--- config.mk ---
export PLATFORM = sky130hd
export DESIGN_NAME = pc_call_stack
export DESIGN_NICKNAME = d
export VERILOG_FILES = /design/src/rtl/pc_call_stack.sv
export SDC_FILE = /design/constraint.sdc
export NUM_CORES = 1
export LEC_CHECK = 0
export CORE_ASPECT_RATIO = 0.8
export CORE_MARGIN = 5
export CORE_UTILIZATION = 51
export DETAILED_ROUTE_END_ITERATION = 7
export GPL_TIMING_DRIVEN = 0
export PLACE_DENSITY = 0.85
export SLEW_MARGIN = 20
export SYNTH_ARGS = -nofsm -noshare
export SYNTH_HDL_FRONTEND = slang
export SYNTH_SLANG_ARGS = --single-unit
--- constraint.sdc ---
create_clock -name clock -period 1.7 [get_ports clock]
set_input_delay 0.17 -clock clock [delete_from_list [all_inputs] [get_ports clock]]
set_output_delay 0.17 -clock clock [all_outputs]
set_load 0.03 [all_outputs]
--- src/rtl/pc_call_stack.sv ---
// Nibble-serial program counter with a circular return-address stack.
// The PC increments over cycles 0..NIBBLES-1; pushes, pops and nibble loads happen in cycles 3..7.
module pc_call_stack #(
    parameter int unsigned NIBBLES = 3,
    parameter int unsigned DEPTH   = 3
) (
    input  logic               clock,
    input  logic               reset_n,
    input  logic               halt,
    input  logic [2:0]         cycle,
    input  logic [1:0]         stack_op,
    input  logic [1:0]         pc_next_sel,
    input  logic [3:0]         data,
    input  logic [3:0]         regval,
    input  logic [NIBBLES-1:0] pc_write_enable,
    output logic               pc_enable,
    output logic [3:0]         pc_word,
    output logic [3:0]         stack_count,
    output logic               overflow,
    output logic               underflow
);
    localparam int unsigned    PcW       = 4 * NIBBLES;
    localparam int unsigned    SpW       = (DEPTH > 1) ? $clog2(DEPTH) : 1;
    localparam logic [SpW-1:0] SpLast    = SpW'(DEPTH - 1);
    localparam logic [3:0]     CountFull = 4'(DEPTH);
    localparam logic [1:0]     OpPush    = 2'b01;
    localparam logic [1:0]     OpPop     = 2'b10;

    logic [PcW-1:0] pc_q, pc_d;
    logic           carry_q, carry_d;
    logic [SpW-1:0] sp_q, sp_d;
    logic [3:0]     count_q, count_d;
    logic           ovf_q, ovf_d;
    logic           udf_q, udf_d;
    logic [PcW-1:0] stack_q [DEPTH];

    logic [SpW-1:0] sp_next, sp_prev;
    logic           op_cycle, do_push, do_pop, load_phase;
    logic [3:0]     load_val;
    logic [4:0]     sum;
    logic           cin;
    logic           found;

    assign sp_next    = (sp_q == SpLast) ? '0 : sp_q + SpW'(1);
    assign sp_prev    = (sp_q == '0) ? SpLast : sp_q - SpW'(1);
    assign op_cycle   = !halt && (cycle == 3'd3);
    assign do_push    = op_cycle && (stack_op == OpPush);
    assign do_pop     = op_cycle && (stack_op == OpPop);
    assign load_phase = !halt && (cycle >= 3'd3);

    always_comb begin
        case (pc_next_sel)
            2'b00:   load_val = data;
            2'b01:   load_val = regval;
            default: load_val = 4'h0;
        endcase
    end

    always_comb begin
        pc_d    = pc_q;
        carry_d = carry_q;
        sp_d    = sp_q;
        count_d = count_q;
        ovf_d   = ovf_q;
        udf_d   = udf_q;
        sum     = '0;
        cin     = 1'b0;
        found   = 1'b0;

        // Ripple increment, one nibble per phase; carry out of the top nibble is dropped.
        if (!halt) begin
            for (int unsigned k = 0; k < NIBBLES; k++) begin
                if (cycle == 3'(k)) begin
                    cin                = (k == 0) ? 1'b1 : carry_q;
                    sum                = {1'b0, pc_q[4*k +: 4]} + {4'd0, cin};
                    pc_d[4*k +: 4]     = sum[3:0];
                    carry_d            = sum[4];
                end
            end
        end

        if (do_pop) begin
            if (count_q != 4'd0) begin
                pc_d    = stack_q[sp_prev];
                sp_d    = sp_prev;
                count_d = count_q - 4'd1;
            end else begin
                udf_d = 1'b1;
            end
        end else if (load_phase) begin
            // Only the lowest set strobe bit loads its nibble.
            for (int unsigned k = 0; k < NIBBLES; k++) begin
                if (!found && pc_write_enable[k]) begin
                    pc_d[4*k +: 4] = load_val;
                    found          = 1'b1;
                end
            end
        end

        if (do_push) begin
            sp_d = sp_next;
            if (count_q == CountFull) begin
                ovf_d = 1'b1;
            end else begin
                count_d = count_q + 4'd1;
            end
        end
    end

    always_ff @(posedge clock or negedge reset_n) begin
        if (!reset_n) begin
            pc_q    <= '0;
            carry_q <= 1'b0;
            sp_q    <= '0;
            count_q <= 4'd0;
            ovf_q   <= 1'b0;
            udf_q   <= 1'b0;
        end else begin
            pc_q    <= pc_d;
            carry_q <= carry_d;
            sp_q    <= sp_d;
            count_q <= count_d;
            ovf_q   <= ovf_d;
            udf_q   <= udf_d;
        end
    end

    // Stack captures the PC before any same-cycle nibble load.
    always_ff @(posedge clock) begin
        if (do_push) begin
            stack_q[sp_q] <= pc_q;
        end
    end

    always_comb begin
        pc_enable = (cycle < 3'd3);
        pc_word   = 4'h0;
        for (int unsigned k = 0; k < NIBBLES; k++) begin
            if (cycle == 3'(k)) begin
                pc_word = pc_q[4*k +: 4];
            end
        end
    end

    assign stack_count = count_q;
    assign overflow    = ovf_q;
    assign underflow   = udf_q;

endmodule
=== Word-level counts from Yosys, hierarchy flattened ===
Memory sizes are Yosys's and may differ from the RTL's.
Cells that the tools add are included.

* Bits in registers: 21
* Bits in writable memories: 36
* Bits of input ports: 21
* Output and inout bits: 11
* Word-level logic and storage cells: 80
* Memories kept: 1

{| class="wikitable"
|+ Memory list
! memory !! words !! width !! rd ports !! clocked after Yosys merged registers in !! wr ports !! RTL line !! source
|-
| stack_q || 3 || 12 || 1 || 0 || 1 || 35 || <nowiki>logic [PcW-1:0] stack_q [DEPTH];</nowiki>
|}

* Add/sub/neg operators: 7
* $lt $le $gt $ge: 2
* Equality and inequality tests: 8
* Multiplexer cells: 34
* Bitwise logic cells: 2
* Reductions and logical operators: 20

{| class="wikitable"
|+ Operators by type and width
! operator !! number
|-
| $mux 4 || 13
|-
| $mux 12 || 4
|-
| $mux 1 || 11
|-
| $add 4x1->5 || 2
|-
| $mux 2 || 5
|-
| $pmux 4 s2 || 1
|-
| $reduce_and 2->1 || 4
|-
| $eq 3x2->1 const B || 2
|-
| $logic_and 1x1->1 || 6
|-
| $add 4x1->5 const B || 1
|-
| $add 4x1->4 const B || 1
|-
| $eq 2x1->1 const B || 2
|-
| $eq 2x2->1 const B || 2
|-
| $eq 4x2->1 const B || 1
|-
| $logic_not 2->1 || 2
|-
| $reduce_bool 2->1 || 2
|-
| $reduce_bool 4->1 || 1
|-
| $sub 4x1->4 const B || 1
|-
| $eq 3x1->1 const B || 1
|-
| $ge 3x2->1 const B || 1
|-
| $logic_not 1->1 || 3
|-
| $logic_not 3->1 || 1
|-
| $lt 3x2->1 const B || 1
|-
| $reduce_bool 3->1 || 1
|-
| 3 further kinds || 4
|}

=== Longest topological paths before layout ===
* Depth after elaboration: 14
* Mapped depth: 9
* Depth with buffers taken out: 7

=== Worst setup path before layout ===
No wires, ideal clock.

* Path kind: register to register
* Start: reg count_q[0] (netlist: stack_count[0])
* End: reg pc_q[6]
* Library setup time: 0.131 ns
* Arrival time: 1.677 ns
* Slack: -0.109 ns
* Stages on the path, launching flop included: 8
* Path buffers: 1
* Period minus slack after synthesis: 1.809 ns
* Path through: dfrtp_1 > inv_1 > ha_1 > and2_1 > clkbuf_1 > nand2_2 > o22ai_1 > or3_1

* Word-level cells in the longest chain between the ends: 3

{| class="wikitable"
|+ RTL lines
! what !! RTL line !! source
|-
| start, declared || 32 || <nowiki>logic [3:0] count_q, count_d;</nowiki>
|-
| start signal, assigned || 122 || <nowiki>count_q <= count_d;</nowiki>
|-
| $reduce_bool 4->1 || 83 || <nowiki>if (count_q != 4'd0) begin</nowiki>
|-
| $mux 12 || 83 ||
|-
| $mux 12 || 82 || <nowiki>if (do_pop) begin</nowiki>
|-
| via pc_d[6] || 29 || <nowiki>logic [PcW-1:0] pc_q, pc_d;</nowiki>
|-
| end signal, assigned || 119 || <nowiki>pc_q <= pc_d;</nowiki>
|-
| end, declared || 29 ||
|}

The timed path passes the listed nets, and every way through them passes these cells.
A chain may end at the register's enable or synchronous reset.

=== Worst setup path after layout ===
* Start: reg pc_q[4]
* End: reg pc_q[6]

* Word-level cells in the longest chain between the ends: 6
* Elaborated cells on any way between the ends: 7
* Classes of those cells: add/sub (1); mux (6)

{| class="wikitable"
|+ RTL lines
! what !! RTL line !! source
|-
| $add 4x1->5 * || 75 || <nowiki>sum = {1'b0, pc_q[4*k +: 4]} + {4'd0, cin};</nowiki>
|-
| $mux 4 * || 73 || <nowiki>if (cycle == 3'(k)) begin</nowiki>
|-
| $mux 12 * || 71 || <nowiki>if (!halt) begin</nowiki>
|-
| $mux 4 || 93 || <nowiki>if (!found && pc_write_enable[k]) begin</nowiki>
|-
| $mux 12 || 90 || <nowiki>end else if (load_phase) begin</nowiki>
|-
| $mux 12 * || 82 ||
|-
| via pc_d[6] || 29 ||
|}

Mark *: on every way through the listed nets, which the timed path passes. The rest lies on a longest branch.

==> metrics.cfg <==
[synth]
syn_area_per_cell_um2 = 11.5
synth_compound_gate_area_share_pct = 11.2
synth_top_family_by_area = simple AND/OR/NAND/NOR gates
yosys.cell_count.top_type = edfxtp_1
synth-simple-area-share_pct = 17.9
synth_top_area_share_pct = 34.5
yosys.cell_types.count = 55
synth_area_leaders = edfxtp_1, dfrtp_1, mux2i_1
synth_nets = 306
post_synth_mux_area_share_pct = 8.70
yosys-top-cells-count = edfxtp_1, mux2i_1, nand2_1
synth_flop_cell = edfxtp_1
ys_seq_area_share_pct = 51.2
yosysWarnings = 0
synth_fa_ha_area_share_pct = 4.79
synth_top_area_cell = edfxtp_1
netlist_area_um2 = 3140
postSynthRegisterBits = 57
synthCells = 273
async_reset_ff_share_pct = 36.8
synth_edf_count = 36
synth-xor-area-share_pct = 2.23

[timing]
skew_ns = 0.00643
finalHoldViolCount = 0
setup_ws_ns = 0.0124
fin_crit_sh_pct = 99.3
finalSetupViolations = 0
period_needed_ns = 1.69
finalSetupTns_ns = 0
rsz0062_at_grt = yes
slew_violations = 0
worst_pin_slew_ns = 0.523
maxSlewHeadroom_pct = 65.1
worst_hold_slack_ns = 0.331
fmax_ghz = 0.593

[run]
cap_viol_max_count = 0

[worst_hold_path]
hold_class = in -> reg
hp-start = halt

[placement]
placedCellCount = 383
placed_area_um2 = 3540
port_buffers = 29
dp_hpwl_um = 5250
place_congestion = 0.864
dpl_worst_slack_ns = -0.712

[worst_setup_path]
slowest_stage = dfrtp_2
crit_fanout = 6
endpoint_kind = flop
worstPathCellList = ha_2, ha_1, nand2_1, xor2_1, nor2_1, or3_1
critPathLaunch = pc_q[4]
arrival_ns = 1.91
r2r-start = pc_q[4]
crit_path_start_kind = flop
crit_type = reg -> reg
max_stage_delay_ns = 0.45
crit_required_ns = 1.92

[run_status]
status = finished, final reports clean

[floorplan]
die-area_um2 = 7830
coreArea_um2 = 5940
ios = 32
rows = 25
die_w_um = 97.7
fp.dieH_um = 80.1
start_util_pct = 52.8

[clocking]
cts-root-buf = clkbuf_8
cts_tree = done
clk_path_buf_depth = 2
clk_pin_slew_ns = 0.07
clock_sinks = 57
cts_made_buffers = 9
clk_latency_ns = 0.34
h-tree-depth = 3

[final_layout]
stdcell_area_um2 = 3990
fillers = 441
antenna_cells = 0
regArea_um2 = 1620
syn2layout_area_growth_pct = 27.3
fin_util_pct = 67.2
multi_input_area_um2 = 1490
num-nets-final = 361
stdcell_count = 414
layout-drive-gt1-share_pct = 26.4

[grt]
grt_overflow = 0
grt_usage_pct = 20.7
grt_pass1_vias = 2465
grt_max_degree = 22
grt_pass1_wl_um = 12500
antenna_found_initial = 0

[pwr]
leakagePower_nw = 1.61
ir_drop_uv = 731
power.density_nw_per_um2 = 1320
finalPower_mw = 5.26

[route]
wl_um = 7810
dr.pass1.iters = 5
drt_drc_violations_left = 0
drtIter0Drc = 325
via_per_inst = 6.06
post_drt_wl_per_cell_um = 18.9
num_vias = 2507
ant_nets = 0

## per-layer routing
layer	GRT usage, %	share of wire, %	routed length, um
met2	33.4	47	3640
met3	5.99	7.7	603
met1	26.5	43	3350
met5	0	0	0
met4	8.02	2.7	209
## cells by family (layout without fill, tap and decap cells)
kind of cell / after synthesis / after routing
flip-flops: 57 / 57
XOR/XNOR: 8 / 8
AO/OA/AOI/OAI: 55 / 55
multiplexers: 27 / 27
buffers and inverters: 22 / 82
AND/OR/NAND/NOR: 92 / 92
adder cells (fa/ha/maj): 12 / 12
## cell usage in the layout (no fill, tap or decap), types with 9 or more instances in the layout
cell type,Yosys,routed
buf_4,4,16
clkbuf_8,0,9
clkdlybuf4s50_1,0,20
dfrtp_1,21,11
dfrtp_2,0,10
edfxtp_1,36,36
mux2i_1,25,24
nand2_1,23,22
nor2_1,22,22
o21ai_1,5,11
## flip-flops by register name, summed over array words and instances, names as in the netlist
name	flops
sp_q	2
overflow	1
carry_q	1
stack_count	4
stack_q	36
pc_q	12
underflow	1
## worst paths after layout
kind / endpoint / slack (ns) / cells past startpoint
worst max-delay path: pc_q[6] / 0.01 / 6
worst min-delay path: carry_q / 0.33 / 4
worst max register to register: pc_q[6] / 0.01 / 6
worst min register to register: underflow / 0.48 / 1
max in group asynchronous: pc_q[5] / 0.97 / 2
min in group asynchronous: underflow / 0.34 / 2
## where the power goes
part | total, mW | internal, mW | switching [mW]
clock | 1.21 | 0.666 | 0.540
sequential | 1.97 | 1.73 | 0.246
combinational | 2.08 | 1.00 | 1.07
total | 5.26 | 3.40 | 1.86
## critical path: cells and delay by family (launching register included)
kind	cells	cell delay, ns
xor+xnor	1	0.19
simple gates	3	0.53
fa+ha+maj	2	0.40
flops	1	0.45
## final cells by class
type | count | area share, %
Inverter | 7 | 0.658
Tap cell | 81 | 2.54
Clock inverter | 6 | 1.47
Timing Repair Buffer | 46 | 11.0
Sequential cell | 57 | 40.6
Multi-Input combinational cell | 194 | 37.3
Buffer | 13 | 3.26
Clock buffer | 10 | 3.20
## what timing repair did
item,in CTS,in global routing
resized for setup,40,37
hold endpoints to repair,0,21
setup buffers,9,7
setup endpoints to repair,54,27
pin swaps,1,4
hold buffers,0,1
Note: power is estimated with default switching activity, not from simulation.
==> RTL edit, RTL diff (config.mk and constraints unchanged) <==
Put one more register stage on the output `underflow`. The value now appears one clock later. The other outputs are not delayed to match.
--- a/src/rtl/pc_call_stack.sv
+++ b/src/rtl/pc_call_stack.sv
@@ -146,3 +146,5 @@
     assign overflow    = ovf_q;
-    assign underflow   = udf_q;
+    always_ff @(posedge clock) begin
+        underflow <= udf_q;
+    end
 
Behaviour: not the same (a bounded check fails within 4 cycles, from zero or initial values and one cycle with reset_n low).
==> RTL edit against the unedited design <==
Power increased by 3.9%. Largest power group is now registers. Synthesized area increased by 0.64%. Wire length increased by 0.97%. Non-clock buffer count decreased by 5. Combinational power decreased by 3%. Clock power increased by 19%. Sequential cell count increased by 1. Largest cell class unchanged. Final area decreased by 0.22%. Worst setup slack improved by 0.037 ns. Maximum frequency increased by 2.2%. Die area increased by 0.57%.
==> RTL edit: results (changes against the unedited design) <==
| Metric | Value |
|---|---|
| Delay-heaviest family, CP | `flip-flops` |
| Worst slack at placement | `-0.699 ns (+0.0133 ns)` |
| Multi-input logic area | `0.00149 sq mm (about the same)` |
| Postcts setup bufs | `8 (-1)` |
| Global-route wire length before repair | `12600 um (+0.72%)` |
| Setup slack, reg-to-reg | `0.06 ns (+0.05 ns)` |
| Post-Synthesis Cells | `274 (+0.37%)` |
| Overall routing resource usage | `21.3% (+0.64 points)` |
| Yosys cell types | `56 (+1.8%)` |
| M1 GR Usage | `27.9% (+1.4 points)` |
| Clk pwr share | `26.5% (+3.6 points)` |
| Slew of the pin with the lowest slew margin | `0.562 ns (+0.0388 ns)` |
| Peak supply drop | `0.000889 V (+22%)` |
| Setup CP Type | `reg2out` |
| Sequential-to-total area share from yosys stat | `51.5% (+0.31 points)` |
| Fillers | `455 (+3.2%)` |
| Share of cells above drive strength 1 | `26.1% (-0.29 points)` |
| Crit Reg-Reg Startpoint | `carry_q` |
| DP Wirelength | `5340 um (+1.8%)` |
| Placed instance area | `0.00356 sq mm (+0.57%)` |
| Combinational share of power | `36.8% (-2.7 points)` |
| Slowest-stage cell, CP | `dfrtp_1` |
| Met2 Routed Length | `3590 um (-1.5%)` |
| M1 wire length | `3440 um (+2.6%)` |
| Final Non-Filler Cells | `410 (-0.97%)` |
| Drt first-iter violations | `143 (-56%)` |
| Switch share | `34.7% (-0.65 points)` |
| Placer Congestion | `0.879 (+1.7%)` |
| Status | `finished, final reports clean` |
| DR vias | `2437 (-2.8%)` |
| Leak | `1.64 nW (+1.9%)` |
| Met2 usage | `32.9% (-0.50 points)` |
| Layout net count | `357 (-1.1%)` |
| Clock skew | `0.0109 ns (+0.00445 ns)` |
| Synth Net Count | `307 (+0.33%)` |
| Post-synthesis async set-or-reset flop share | `36.2% (-0.64 points)` |
| Crit path DAT | `1.48 ns (-0.43 ns)` |
| Worst setup margin | `0.0491 ns (+0.0367 ns)` |
| Dpl cells | `384 (+0.26%)` |
| Worst Setup SP | `pc_q[2]` |
==> RTL edit: cells by family (layout without fill, tap and decap cells) <==
group / Yosys count / after routing / share of synthesized area [%]
adders and majority gates: 12 / 12 / 4.76
DFF: 58 / 58 / 51.5
buffers and inverters: 22 / 77 / 3.92
and+or+nand+nor: 92 / 92 / 17.8
AOI/OAI and AO/OA: 55 / 55 / 11.2
xor gates and xnor gates: 8 / 8 / 2.22
muxes: 27 / 27 / 8.64
==> RTL edit: area by class of cell <==
class	count	share of cell area (%)
clock buffer	10	3.45
inverter	7	0.660
tap	81	2.54
buffer	12	3.05
clock inverter	6	2.23
timing repair buffer	42	9.58
sequential	58	41.0
multi-input combinational	194	37.4
==> RTL edit: worst min path at each step <==
stage                     end  slack (ns)  cells after the start
floorplan             carry_q       -0.13                      0
global placement    underflow        0.35                      0
global route          carry_q        0.33                      4
detailed placement  underflow        0.35                      0
finish                carry_q        0.31                      4
CTS                   carry_q        0.30                      4
